## src/rtl/jtag_pkg.sv

```systemverilog
// Shared definitions for the JTAG TAP / debug transport module: TAP states,
// instruction codes and DMI op/status encodings.
package jtag_pkg;

    typedef enum logic [3:0] {
        TAP_RESET,
        TAP_IDLE,
        TAP_SEL_DR,
        TAP_CAP_DR,
        TAP_SHIFT_DR,
        TAP_EXIT1_DR,
        TAP_PAUSE_DR,
        TAP_EXIT2_DR,
        TAP_UPD_DR,
        TAP_SEL_IR,
        TAP_CAP_IR,
        TAP_SHIFT_IR,
        TAP_EXIT1_IR,
        TAP_PAUSE_IR,
        TAP_EXIT2_IR,
        TAP_UPD_IR
    } tap_state_e;

    localparam logic [4:0] IR_IDCODE = 5'h01;
    localparam logic [4:0] IR_DTMCS  = 5'h10;
    localparam logic [4:0] IR_DMI    = 5'h11;
    localparam logic [4:0] IR_BYPASS = 5'h1F;

    localparam logic [1:0] DMI_OP_NOP   = 2'd0;
    localparam logic [1:0] DMI_OP_READ  = 2'd1;
    localparam logic [1:0] DMI_OP_WRITE = 2'd2;

    localparam logic [1:0] DMI_STAT_OK   = 2'd0;
    localparam logic [1:0] DMI_STAT_BUSY = 2'd3;

    function automatic logic is_dmi_op(input logic [1:0] op);
        return (op == DMI_OP_READ) || (op == DMI_OP_WRITE);
    endfunction

endpackage

```

## src/rtl/jtag_tap_fsm.sv

```systemverilog
// IEEE 1149.1 TAP controller state machine, stepped by a detected TCK rise.
module jtag_tap_fsm
    import jtag_pkg::*;
(
    input  logic       clock,
    input  logic       reset,
    input  logic       tck_rise,
    input  logic       tms,
    input  logic       trst,
    output tap_state_e state
);

    tap_state_e state_q, state_d;

    assign state = state_q;

    // Next-state decode; TRST overrides any TCK activity
    always_comb begin
        state_d = state_q;
        if (trst) begin
            state_d = TAP_RESET;
        end else if (tck_rise) begin
            case (state_q)
                TAP_RESET:    state_d = tms ? TAP_RESET    : TAP_IDLE;
                TAP_IDLE:     state_d = tms ? TAP_SEL_DR   : TAP_IDLE;
                TAP_SEL_DR:   state_d = tms ? TAP_SEL_IR   : TAP_CAP_DR;
                TAP_CAP_DR:   state_d = tms ? TAP_EXIT1_DR : TAP_SHIFT_DR;
                TAP_SHIFT_DR: state_d = tms ? TAP_EXIT1_DR : TAP_SHIFT_DR;
                TAP_EXIT1_DR: state_d = tms ? TAP_UPD_DR   : TAP_PAUSE_DR;
                TAP_PAUSE_DR: state_d = tms ? TAP_EXIT2_DR : TAP_PAUSE_DR;
                TAP_EXIT2_DR: state_d = tms ? TAP_UPD_DR   : TAP_SHIFT_DR;
                TAP_UPD_DR:   state_d = tms ? TAP_SEL_DR   : TAP_IDLE;
                TAP_SEL_IR:   state_d = tms ? TAP_RESET    : TAP_CAP_IR;
                TAP_CAP_IR:   state_d = tms ? TAP_EXIT1_IR : TAP_SHIFT_IR;
                TAP_SHIFT_IR: state_d = tms ? TAP_EXIT1_IR : TAP_SHIFT_IR;
                TAP_EXIT1_IR: state_d = tms ? TAP_UPD_IR   : TAP_PAUSE_IR;
                TAP_PAUSE_IR: state_d = tms ? TAP_EXIT2_IR : TAP_PAUSE_IR;
                TAP_EXIT2_IR: state_d = tms ? TAP_UPD_IR   : TAP_SHIFT_IR;
                TAP_UPD_IR:   state_d = tms ? TAP_SEL_DR   : TAP_IDLE;
                default:      state_d = TAP_RESET;
            endcase
        end else begin
            state_d = state_q;
        end
    end

    // State register
    always_ff @(posedge clock) begin
        if (reset) begin
            state_q <= TAP_RESET;
        end else begin
            state_q <= state_d;
        end
    end

endmodule

```

## src/rtl/jtag_tap_dtm.sv

```systemverilog
// JTAG debug transport module: oversampled TAP with IDCODE/DTMCS/DMI/BYPASS
// registers and a valid/ready DMI request port with a single outstanding slot.
module jtag_tap_dtm
    import jtag_pkg::*;
#(
    parameter logic [31:0] IDCODE = 32'h00000001,
    parameter int          ABITS  = 7
) (
    input  logic             clock,
    input  logic             reset,
    input  logic             jtag_TCK,
    input  logic             jtag_TMS,
    input  logic             jtag_TDI,
    input  logic             jtag_TRSTn,
    output logic             jtag_TDO_data,
    output logic             jtag_TDO_driven,
    output logic             dmi_req_valid,
    input  logic             dmi_req_ready,
    output logic [ABITS-1:0] dmi_req_addr,
    output logic [31:0]      dmi_req_data,
    output logic [1:0]       dmi_req_op,
    input  logic             dmi_resp_valid,
    input  logic [31:0]      dmi_resp_data,
    input  logic [1:0]       dmi_resp_op
);

    localparam int DMI_LEN = ABITS + 34;
    localparam int SHW     = (DMI_LEN > 32) ? DMI_LEN : 32;
    localparam int LW      = $clog2(SHW);

    logic             tck_q;
    logic             tck_rise_s, tck_fall_s, trst_s;
    tap_state_e       state_s;
    logic [4:0]       ir_q, ir_d;
    logic [SHW-1:0]   shift_q, shift_d, shifted_s, dr_capture_s;
    logic [LW-1:0]    dr_msb_s, shift_msb_s;
    logic             tdo_data_q, tdo_data_d, tdo_driven_q, tdo_driven_d;
    logic             req_valid_q, req_valid_d, pending_q, pending_d, busy_q, busy_d;
    logic [31:0]      resp_data_q, resp_data_d, req_data_q, req_data_d;
    logic [ABITS-1:0] addr_q, addr_d;
    logic [1:0]       req_op_q, req_op_d, stat_s;
    logic             handshake_s, resp_take_s;

    assign tck_rise_s = jtag_TCK & ~tck_q;
    assign tck_fall_s = ~jtag_TCK & tck_q;
    assign trst_s     = ~jtag_TRSTn;
    assign stat_s     = busy_q ? DMI_STAT_BUSY : DMI_STAT_OK;

    jtag_tap_fsm u_fsm (
        .clock    (clock),
        .reset    (reset),
        .tck_rise (tck_rise_s),
        .tms      (jtag_TMS),
        .trst     (trst_s),
        .state    (state_s)
    );

    // Data register selection: capture value and chain MSB position
    always_comb begin
        dr_capture_s = {SHW{1'b0}};
        dr_msb_s     = LW'(0);
        case (ir_q)
            IR_IDCODE: begin
                dr_capture_s = SHW'(IDCODE);
                dr_msb_s     = LW'(31);
            end
            IR_DTMCS: begin
                dr_capture_s = SHW'({14'd0, 1'b0, 1'b0, 1'b0, 3'd1, stat_s, 6'(ABITS), 4'd1});
                dr_msb_s     = LW'(31);
            end
            IR_DMI: begin
                dr_capture_s = SHW'({addr_q, resp_data_q, stat_s});
                dr_msb_s     = LW'(DMI_LEN - 1);
            end
            default: begin
                dr_capture_s = {SHW{1'b0}};
                dr_msb_s     = LW'(0);
            end
        endcase
        shift_msb_s = (state_s == TAP_SHIFT_IR) ? LW'(4) : dr_msb_s;
        shifted_s   = {1'b0, shift_q[SHW-1:1]};
        shifted_s[shift_msb_s] = jtag_TDI;
    end

    // DMI handshake/response tracking, then TAP register actions on TCK edges
    always_comb begin
        handshake_s  = req_valid_q & dmi_req_ready;
        resp_take_s  = pending_q & dmi_resp_valid;
        req_valid_d  = handshake_s ? 1'b0 : req_valid_q;
        pending_d    = (pending_q & ~resp_take_s) | handshake_s;
        busy_d       = busy_q | (resp_take_s & (dmi_resp_op != DMI_OP_NOP));
        resp_data_d  = resp_take_s ? dmi_resp_data : resp_data_q;
        addr_d       = addr_q;
        req_data_d   = req_data_q;
        req_op_d     = req_op_q;
        ir_d         = ir_q;
        shift_d      = shift_q;
        tdo_data_d   = tdo_data_q;
        tdo_driven_d = tdo_driven_q;

        if (tck_rise_s) begin
            case (state_s)
                TAP_CAP_IR:   shift_d = SHW'(5'b00001);
                TAP_SHIFT_IR: shift_d = shifted_s;
                TAP_UPD_IR:   ir_d    = shift_q[4:0];
                TAP_CAP_DR:   shift_d = dr_capture_s;
                TAP_SHIFT_DR: shift_d = shifted_s;
                TAP_UPD_DR: begin
                    case (ir_q)
                        IR_DMI: begin
                            if (is_dmi_op(shift_q[1:0]) && !req_valid_q && !pending_q && !busy_q) begin
                                addr_d      = shift_q[DMI_LEN-1:34];
                                req_data_d  = shift_q[33:2];
                                req_op_d    = shift_q[1:0];
                                req_valid_d = 1'b1;
                            end else begin
                                busy_d = busy_d | is_dmi_op(shift_q[1:0]);
                            end
                        end
                        IR_DTMCS: begin
                            busy_d      = (shift_q[16] | shift_q[17]) ? 1'b0 : busy_d;
                            pending_d   = shift_q[17] ? 1'b0 : pending_d;
                            req_valid_d = shift_q[17] ? 1'b0 : req_valid_d;
                        end
                        default: ir_d = ir_q;
                    endcase
                end
                default: shift_d = shift_q;
            endcase
        end else begin
            shift_d = shift_q;
        end

        ir_d = (trst_s || (state_s == TAP_RESET)) ? IR_IDCODE : ir_d;

        if (trst_s) begin
            tdo_data_d   = 1'b0;
            tdo_driven_d = 1'b0;
        end else if (tck_fall_s) begin
            tdo_driven_d = (state_s == TAP_SHIFT_IR) || (state_s == TAP_SHIFT_DR);
            tdo_data_d   = tdo_driven_d & shift_q[0];
        end else begin
            tdo_data_d   = tdo_data_q;
        end
    end

    // Register bank; reset abandons any in-flight DMI transaction
    always_ff @(posedge clock) begin
        if (reset) begin
            tck_q        <= 1'b0;
            ir_q         <= IR_IDCODE;
            shift_q      <= {SHW{1'b0}};
            tdo_data_q   <= 1'b0;
            tdo_driven_q <= 1'b0;
            req_valid_q  <= 1'b0;
            pending_q    <= 1'b0;
            busy_q       <= 1'b0;
            resp_data_q  <= 32'd0;
            addr_q       <= {ABITS{1'b0}};
            req_data_q   <= 32'd0;
            req_op_q     <= DMI_OP_NOP;
        end else begin
            tck_q        <= jtag_TCK;
            ir_q         <= ir_d;
            shift_q      <= shift_d;
            tdo_data_q   <= tdo_data_d;
            tdo_driven_q <= tdo_driven_d;
            req_valid_q  <= req_valid_d;
            pending_q    <= pending_d;
            busy_q       <= busy_d;
            resp_data_q  <= resp_data_d;
            addr_q       <= addr_d;
            req_data_q   <= req_data_d;
            req_op_q     <= req_op_d;
        end
    end

    assign jtag_TDO_data   = tdo_data_q;
    assign jtag_TDO_driven = tdo_driven_q;
    assign dmi_req_valid   = req_valid_q;
    assign dmi_req_addr    = addr_q;
    assign dmi_req_data    = req_data_q;
    assign dmi_req_op      = req_op_q;

endmodule

```

## config.mk

```make
export PLATFORM = sky130hd
export DESIGN_NAME = jtag_tap_dtm
export DESIGN_NICKNAME = d
export VERILOG_FILES = /design/src/rtl/jtag_pkg.sv /design/src/rtl/jtag_tap_fsm.sv /design/src/rtl/jtag_tap_dtm.sv
export SDC_FILE = /design/constraint.sdc
export NUM_CORES = 1
export LEC_CHECK = 0
export ABC_AREA = 1
export BUFFER_PORTS_ARGS = -buffer_cell sky130_fd_sc_hd__buf_2
export CAP_MARGIN = 20
export CELL_PAD_IN_SITES_DETAIL_PLACEMENT = 0
export CELL_PAD_IN_SITES_GLOBAL_PLACEMENT = 1
export CORE_AREA = 2 2 107 212
export DETAILED_ROUTE_END_ITERATION = 6
export DIE_AREA = 0 0 109 214
export PLACE_DENSITY_LB_ADDON = 0.05
export REMOVE_ABC_BUFFERS = 1
export SETUP_SLACK_MARGIN = 0.02
export SYNTH_ARGS = -nofsm -noshare
export SYNTH_HDL_FRONTEND = slang
export SYNTH_SLANG_ARGS = --single-unit
```

## constraint.sdc

```tcl
create_clock -name clock -period 1.3 [get_ports clock]
set_input_delay 0.26 -clock clock [delete_from_list [all_inputs] [get_ports clock]]
set_output_delay 0.26 -clock clock [all_outputs]
set_load 0.01 [all_outputs]
```

# After elaboration in Yosys (flattened, before gate mapping)
# Index checks and enable logic that the tools add are counted.
[word_totals] word_cells=109 register_bits=129 inputBits=42 out_inout_bits=44
[op_classes] reduce_logical=23 bitwise=15 n_mux=36 eq_ne=20 n_lt_le_gt_ge=2
[ops] op="case mux 41 bit (3 select lines)" n=2
[ops] op="case mux 4 bit (12 select lines)" n=1
[ops] op="bitwise mux 41 bit" n=1
[ops] op="== test 4 bit, second input constant" n=8
[ops] op="2-to-1 mux 1 bit" n=17
[ops] op="== test 4 x 3 -> 1 bit, second input constant" n=4
[ops] op="2-to-1 mux 4 bit" n=4
[ops] op="case mux 6 bit (2 select lines)" n=1
[ops] op="OR reduction 2 bit" n=6
[ops] op="== test 5 bit, second input constant" n=2
[ops] op="== test 4 x 2 -> 1 bit, second input constant" n=2
[ops] op="2-to-1 mux 2 bit" n=4
[ops] op="AND 1 bit" n=7
[ops] op="less-than comparator 6 x 7 -> 1 bit, second input constant" n=1
[ops] op="demux 1 bit (select 6 bit)" n=1
[ops] op="greater-or-equal comparator 6 x 1 -> 1 bit, second input constant" n=1
[ops] op="2-to-1 mux 3 bit" n=2
[ops] op="2-to-1 mux 6 bit" n=1
[ops] op="== test 5 x 1 -> 1 bit, second input constant" n=1
[ops] op="== test 4 x 1 -> 1 bit, second input constant" n=1
[ops] op="logical AND 1 bit" n=4
[ops] op="zero test 4 bit" n=1
[ops] op="NOT 1 bit" n=4
[ops] op="OR 1 bit" n=4
[ops] op="10 further kinds" n=16

# Depth between registers and ports, before layout
# Gate-level depths: netlist of run 1.
[logic_depth] ltp_word=10 ltp_mapped=9 depth_no_buf=9

# By module
# A second synthesis of run 1 with hierarchy kept.
[unflattened] cells_unflattened=699 hier_area_um2=5637.9
[modules_own_cells] mod="jtag_tap_dtm" instances=1 area_each_um2=5253.8 seq_area_each_um2=2502.4 cells_per_inst=630
[modules_own_cells] mod="jtag_tap_fsm" instances=1 area_each_um2=384.1 seq_area_each_um2=80.1 cells_per_inst=69

# Worst setup path after synthesis of run 1
# No wires, ideal clock.
[synth_timing] path_type="register -> register" from="reg ir_q[3]" to="reg req_data_q[11], in the netlist dmi_req_data[11]" n_path_buf=1 required_ns=1.184 synth_period_minus_slack_ns=1.402 path_stages_with_launch=8 arrival_ns=1.286 setup_slack_ns=-0.102 setup_time_ns=0.116 path_cell_list="dfxtp_1 nor2_1 nand3_1 inv_1 nand3_2 clkbuf_1 o21ai_0 nor2_1"
[synth_between] elab_chain_len=2
[synth_lines] element="start: declaration" line="jtag_tap_dtm.sv:34" text="logic [4:0] ir_q, ir_d;"
[synth_lines] element="start signal: assignment" line="jtag_tap_dtm.sv:164" text="ir_q <= ir_d;"
[synth_lines] element="== test 5 bit" line="jtag_tap_dtm.sv:109" text="case (ir_q)"
[synth_lines] element="AND reduction 4 bit (no source line)"
[synth_lines] element="end signal: assignment" line="jtag_tap_dtm.sv:173" text="req_data_q <= req_data_d;"
[synth_lines] element="end: declaration" line="jtag_tap_dtm.sv:39" text="logic [31:0] resp_data_q, resp_data_d, req_data_q, req_data_d;"
# Every way passes these cells.
# A chain may end at the register's enable or synchronous reset.

# Worst setup path in the final report of run 1
[layout_timing] from="reg u_fsm.state_q[1], in the netlist u_fsm.state[1]" to="reg shift_q[2]"
[layout_between] elab_chain_len=8 elab_cells_between_ends=15 cone_classes="order compare (2); eq/ne (4); mux (5); reduce/logical (4)"
[layout_lines] element="start: declaration" line="jtag_tap_fsm.sv:13" text="tap_state_e state_q, state_d;"
[layout_lines] element="start signal: assignment" line="jtag_tap_fsm.sv:52" text="state_q <= state_d;"
[layout_lines] element="== test 4 bit" line="jtag_tap_dtm.sv:80, jtag_tap_dtm.sv:102"
[layout_lines] element="2-to-1 mux 6 bit" line="jtag_tap_dtm.sv:80" text="shift_msb_s = (state_s == TAP_SHIFT_IR) ? LW'(4) : dr_msb_s;"
[layout_lines] element="less-than comparator 6 x 7 -> 1 bit (not written as such) / greater-or-equal comparator 6 x 1 -> 1 bit (equally long branches)" line="jtag_tap_dtm.sv:82" text="shifted_s[shift_msb_s] = jtag_TDI;"
[layout_lines] element="logical AND 1 bit (not written as such)" line="jtag_tap_dtm.sv:82"
[layout_lines] element="2-to-1 mux 1 bit (not written as such)" line="jtag_tap_dtm.sv:82"
[layout_lines] element="demux 1 bit (select 6 bit)" line="jtag_tap_dtm.sv:82"
[layout_lines] element="bitwise mux 41 bit" line="jtag_tap_dtm.sv:82"
[layout_lines] element="case mux 41 bit (3 select lines)" line="jtag_tap_dtm.sv:102" text="case (state_s)"
[layout_lines] element="end signal: assignment" line="jtag_tap_dtm.sv:152" text="shift_q <= {SHW{1'b0}};"
[layout_lines] element="end signal: assignment" line="jtag_tap_dtm.sv:165" text="shift_q <= shift_d;"
[layout_lines] element="end: declaration" line="jtag_tap_dtm.sv:35" text="logic [SHW-1:0] shift_q, shift_d, shifted_s, dr_capture_s;"
# Parallel ways exist; a longest one is shown, timed or not.

==> impl_metrics.tcl, run 1 <==
set metrics [dict create \
    status "complete, but fails checks" \
    failed_checks "setup timing" \
    synth_top_family_by_area "compound AO/OA/AOI/OAI gates" \
    yosys.area.top_type "dfxtp_1" \
    layout_min_cycle_time_ns 1.518 \
    fmax_ghz 0.6589 \
    synth_top_area_frac 0.4830 \
    dp_hpwl_um 14040 \
    clockBufferDepth 2 \
    gp_congestion 0.8020 \
    cp.required_ns 1.62 \
    grt_max_degree 27 \
    synth_cells 729 \
    powerDensity_nw_per_um2 1019 \
    holdWs_ns 0.06542 \
    syn2layout_area_growth_pct 64.03 \
    grt_first_pass_wirelength_um 32150 \
    critPathArrivalTime_ns 1.84 \
    muxShareOfSynthArea 0 \
    drtIter0Drc 152 \
    path_max_fanout 8 \
    drc 0 \
    synth.yosys.seq_area_share 0.4830 \
    skew_ns 0.005979 \
    critical_path_class "flip-flop to flip-flop" \
    rsz0062_at_grt "true" \
    port-buffer-count 85 \
    min_period_over_period 1.167 \
    ir_drop_mv 0.6865 \
    postCtsHoldBufs 0 \
    hold_violations 0 \
    place_area_um2 6680 \
    finalInstanceArea_um2 8770 \
    report.final.slew_viol_count 0 \
    worstMarginPinSlew_ns 0.3495 \
    start_kind "flip-flop" \
    fp.dieArea_um2 23330 \
    synthTopCellsByArea "dfxtp_1 (48%), a21oi_1 (12%), nor2_1 (9.8%)" \
    setup_viol 91 \
    ys_warn_count 0 \
    clk_pin_slew_worst_paths_ns 0.06 \
    wire_per_inst_um 17.72 \
    drt_first_pass_iters 4 \
    vias 5556 \
    grt_pass1_vias 5817 \
    ios 86 \
    routed_wl_um 21090 \
    fin_nets 949 \
    holdPathStages 2 \
    cp-end-kind "flip-flop" \
    rows 76 \
    synth-xor-area-share 0.001638 \
    via_per_inst 4.669 \
    synth_fa_ha_area_frac 0 \
    ant_nets 0 \
    tritoncts "built" \
    htree_levels 4 \
    finish.utilization 0.4063 \
    setup_ws_ns -0.2176 \
    syn_area_per_cell_um2 7.334 \
    synth_compound_area_frac 0.2441 \
    min-delay-path-class "primary input to flip-flop" \
    grt.total_usage 0.1853 \
    die_w_um 109 \
    diodes 0 \
    die_h_um 214 \
    design.core.area_um2 21590 \
    p_leak_uw 0.003751 \
    rr_worst_depth 11 \
    yosysUniqueCellTypes 26 \
    synth_seq_cells 129 \
    start_util 0.2477 \
    clockRootBuffer "clkbuf_16" \
    relSlewSlack 0.7667 \
    synthSimpleGateAreaFrac 0.2036 \
    insertion_delay_ns 0.43 \
    clock-sinks 129 \
    cap_violations 0 \
    numCtsBuffers 17 \
    antenna_found_initial 0 \
    grt-ovfl-total 0 \
    drive_gt1_frac 0.4656 \
    syn_area_um2 5346 \
]
-- registers in the layout, summed over array words and instances (netlist names), 2 cells and up --
name and cells:
u_fsm.state 4, shift_q 41, dmi_req_op 2, ir_q 5, dmi_req_addr 7, resp_data_q 32, dmi_req_data 32
-- cells in the final DEF (no fill, tap or decap), types with 3 or more instances in the layout --
| cell type | n |
|---|---|
| buf_16 | 4 |
| o21ai_0 | 53 |
| nand3_2 | 3 |
| clkbuf_16 | 20 |
| o21ai_1 | 51 |
| nand4_1 | 4 |
| buf_12 | 21 |
| nand2_4 | 26 |
| nand2_8 | 3 |
| buf_6 | 28 |
| a21oi_4 | 5 |
| clkbuf_1 | 3 |
| nand2_1 | 49 |
| inv_4 | 3 |
| o21ai_2 | 27 |
| nor2_4 | 16 |
| nand2_2 | 19 |
| buf_4 | 62 |
| clkbuf_8 | 3 |
| nor2_1 | 128 |
| dfxtp_1 | 118 |
| nand3_4 | 7 |
| a21oi_1 | 56 |
| clkinv_2 | 3 |
| inv_2 | 6 |
| dfxtp_2 | 9 |
| buf_2 | 84 |
| nand3_1 | 5 |
| inv_1 | 19 |
| a21oi_2 | 66 |
-- layer usage --
metal	GRT usage	part of all wire	up-vias	routed length, um
met2	0.3470	0.55	107	11650
met1	0.1868	0.37	2612	7900
met3	0.02982	0.025	46	523
met5	0	0	-	0
met4	0.1021	0.048	0	1009
li1	-	-	2791	-
-- path summary, 6_finish.rpt --
check | startpoint | endpoint | slack, ns
setup / recovery | u_fsm.state[1] | shift_q[2] | -0.22
hold / removal | reset | busy_q | 0.07
setup reg to reg | u_fsm.state[1] | shift_q[2] | -0.22
hold reg to reg | resp_data_q[5] | shift_q[7] | 0.46
-- synthesized netlist by cell type --
cell and instances:
nor2_1 140, nand3b_1 1, nand3_2 2, o21ai_1 45, nand3_1 13, buf_1 1
a21oi_1 127, buf_6 8, inv_1 25, nor3_4 1, nand2_1 92, inv_2 4
xnor2_1 1, o22ai_1 1, nand2_4 2, o21ai_0 86, dfxtp_1 129, inv_4 1
nor2_4 1, buf_4 1, o211ai_1 1, buf_2 11, clkbuf_1 24, nand2_2 3
nor2_2 5, nand4_1 4
-- cell type report --
class	instances	area, um^2
Tap cell	273	341.6
Clock buffer	23	478.0
Multi-Input combinational cell	525	3274
Timing Repair Buffer	204	1854
Sequential cell	129	2601
Clock inverter	6	82.58
Fill cell	2205	12820
Inverter	30	137.6
-- kinds of logic (layout without fill, tap and decap cells) --
| family | count (synthesis) | in the layout |
|---|---|---|
| buf+inv | 75 | 263 |
| compound gates | 260 | 260 |
| xor+xnor | 1 | 1 |
| flops | 129 | 129 |
| simple gates | 264 | 264 |
-- power breakdown --
group / internal, uW / switching, uW / total [uW]
Combinational: 139 / 190 / 328
Sequential: 3950 / 2.46 / 3960
Clock: 2930 / 1720 / 4650
Total: 7020 / 1920 / 8930
-- stage by stage --
stage	setup TNS (ns)	total power, uW	setup slack (ns)	instances
after floorplan	-76.06	4154	-1.151	684
after global placement	-23.85	4347	-0.3577	1128
after detailed placement	-24.40	4343	-0.3489	1128
after CTS	-10.67	9049	-0.1927	1184
after global routing	-20.68	9268	-0.2855	1190
final	-13.50	8935	-0.2176	1190
-- worst max-delay path: stages, from the launching register on --
cell,delay (ns)
dfxtp_2,0.34
buf_6,0.12
nand2_4,0.07
inv_6,0.05
nand2_8,0.07
nand3_4,0.10
nand2_8,0.11
clkinv_8,0.10
buf_12,0.15
buf_16,0.13
o21ai_2,0.11
a21oi_1,0.05
-- timing repair --
| action | CTS | global route |
|---|---|---|
| setup endpoints to repair | 98 | 111 |
| gates cloned | 10 | 3 |
| resized for setup | 190 | 141 |
| setup buffers | 17 | 9 |
| pin swaps | 46 | 61 |
(Power assumes the default switching activity.)
==> inputs of run 2 (changes only) <==
--- a/config.mk
+++ b/config.mk
@@ -16,6 +16,7 @@
 export PLACE_DENSITY_LB_ADDON = 0.05
 export REMOVE_ABC_BUFFERS = 1
 export SETUP_SLACK_MARGIN = 0.02
+export SLEW_MARGIN = 20
 export SYNTH_ARGS = -nofsm -noshare
 export SYNTH_HDL_FRONTEND = slang
 export SYNTH_SLANG_ARGS = --single-unit
==> constraint.sdc (replaced) <==
create_clock -name clock -period 1.3 [get_ports clock]
set_input_delay 0.13 -clock clock [delete_from_list [all_inputs] [get_ports clock]]
set_output_delay 0.13 -clock clock [all_outputs]
set_load 0.01 [all_outputs]
==> impl_metrics.tcl, run 2 (synthesized netlist as in run 1, its figures left out) <==
set metrics [dict create \
    design.core.area_um2 21590 \
    cp_common_cell "buf_6" \
    slowest_delay_ns 0.33 \
    report.final.slew_viol_count 0 \
    cp.depth 9 \
    largest_register "shift_q" \
    dp_hpwl_um 14080 \
    ir_drop_mv 0.7188 \
    drtIter0Drc 211 \
    clk_pin_slew_worst_paths_ns 0.06 \
    status "complete, but fails checks" \
    place_area_um2 6655 \
    worstPathCellList "inv_2, nor2_4, nand3_2, buf_6, nor3_4, buf_6, buf_12, a21oi_1, nor2_1" \
    finalInstanceArea_um2 8310 \
    layout_common_cells "nor2_1 (133), dfxtp_1 (122), a21oi_1 (86), buf_2 (85), nand2_1 (84)" \
    die_h_um 214 \
    tritoncts "built" \
    holdWs_ns 0.01627 \
    powerDensity_nw_per_um2 1100 \
    skew_ns 0.006896 \
    drive_gt1_frac 0.3380 \
    clock-sinks 129 \
    largest_reg_flops 41 \
    critPathTopFamily "buffers and inverters" \
    clockBufferDepth 2 \
    power.internal_uw 7148 \
    setup_ws_ns -0.2368 \
    numCtsBuffers 17 \
    diodes 0 \
    drt_first_pass_iters 5 \
    layout_min_cycle_time_ns 1.537 \
    slowest_stage "dfxtp_2" \
    drc 0 \
    grt_first_pass_wirelength_um 31880 \
    fmax_ghz 0.6507 \
    fp.dieArea_um2 23330 \
    p_seq_frac 0.433 \
    ant_nets 0 \
    power_uw 9142 \
    vias 5572 \
    syn2layout_area_growth_pct 55.44 \
    failed_checks "setup timing" \
    antenna_found_initial 0 \
    relSlewSlack 0.8217 \
    path_max_fanout 18 \
    grt_max_degree 38 \
    via_per_inst 4.613 \
    p_leak_uw 0.003483 \
    die_w_um 109 \
    insertion_delay_ns 0.43 \
    swShare 0.2181 \
    cap_violations 0 \
    rows 76 \
    p_comb_frac 0.042 \
    grt_pass1_vias 5783 \
    start_kind "flip-flop" \
    cp-end-kind "flip-flop" \
    htree_levels 4 \
    grt.total_usage 0.1838 \
    min-delay-path-class "primary input to flip-flop" \
    power_frac_clock 0.525 \
    cp.required_ns 1.67 \
    min_period_over_period 1.182 \
    critPathArrivalTime_ns 1.91 \
    gp_congestion 0.7851 \
    power_switching_uw 1994 \
    hold_violations 0 \
    wire_per_inst_um 17.26 \
    grt-ovfl-total 0 \
    ios 86 \
    rsz0062_at_grt "true" \
    layout.cells.most_common "nor2_1" \
    setup_viol 94 \
    routed_wl_um 20850 \
    holdPathStages 4 \
    start_util 0.2477 \
    rr_worst_depth 9 \
    path_buf_inv 4 \
    fin_nets 964 \
    worstMarginPinSlew_ns 0.2674 \
    clockRootBuffer "clkbuf_16" \
    critical_path_class "flip-flop to flip-flop" \
    port-buffer-count 85 \
]
[run 2: cell types whose count changed in the layout (fill, tap and decap cells not counted), sizes merged]
cell / before / now
clkbuf: 26 / 23
dlygate4sd3: 0 / 34
inv: 29 / 30
bufbuf: 1 / 0
clkinv: 4 / 6
buf: 200 / 183
bufinv: 2 / 3
clkinvlp: 1 / 2
[run 2: timing repair]
action	4_1_cts	5_1_grt
hold buffers	34	0
hold endpoints to repair	35	0
setup buffers	12	2
endpoints found under the setup margin	103	128
cloned	4	2
pin swaps	24	12
resized for setup	98	55
[run 2: area by class of cell]
type                       count  area [um^2]
fill                        2293        13280
multi-input combinational    525         2746
sequential                   129         2591
timing repair buffer         219         1929
clock buffer                  21        440.4
tap                          273        341.6
clock inverter                11        138.9
inverter                      30        122.6
[run 2: per-layer routing]
layer,up-vias,track usage,part of all wire
met5,-,0,0
met4,0,0.08504,0.035
met3,33,0.03226,0.025
met2,107,0.3491,0.57
met1,2611,0.1862,0.37
li1,2821,-,-
[run 2: worst register-to-register path: stages, from the launching register on]
cell,delay (ns)
dfxtp_2,0.33
inv_2,0.05
nor2_4,0.12
nand3_2,0.10
buf_6,0.14
nor3_4,0.20
buf_6,0.18
buf_12,0.16
a21oi_1,0.08
nor2_1,0.11
[run 2: stage by stage]
step	setup TNS, ns	cells	setup WS, ns	utilization
final	-16.24	1208	-0.2368	0.3850
after global routing	-24.29	1208	-0.3258	0.3850
after CTS	-16.86	1205	-0.2186	0.3735
after detailed placement	-26.42	1123	-0.3340	0.3083
after global placement	-25.86	1123	-0.3573	0.3083
after floorplan	-74.85	684	-1.151	-
[run 2: path summary, 6_finish.rpt]
path              startpoint               to  slack [ns]
max                  ir_q[4]  dmi_req_data[1]       -0.24
min                 jtag_TCK            tck_q        0.02
max reg2reg          ir_q[4]  dmi_req_data[1]       -0.24
min reg2reg  resp_data_q[22]      shift_q[24]        0.45
[run 2: power by group through the flow]
stage	logic, uW	clock network (uW)	registers (uW)
after floorplan	110	0	4040
after global placement	294	0	4040
final	385	4800	3960
after detailed placement	292	0	4040
after CTS	389	4910	3960
after global routing	425	5090	3960
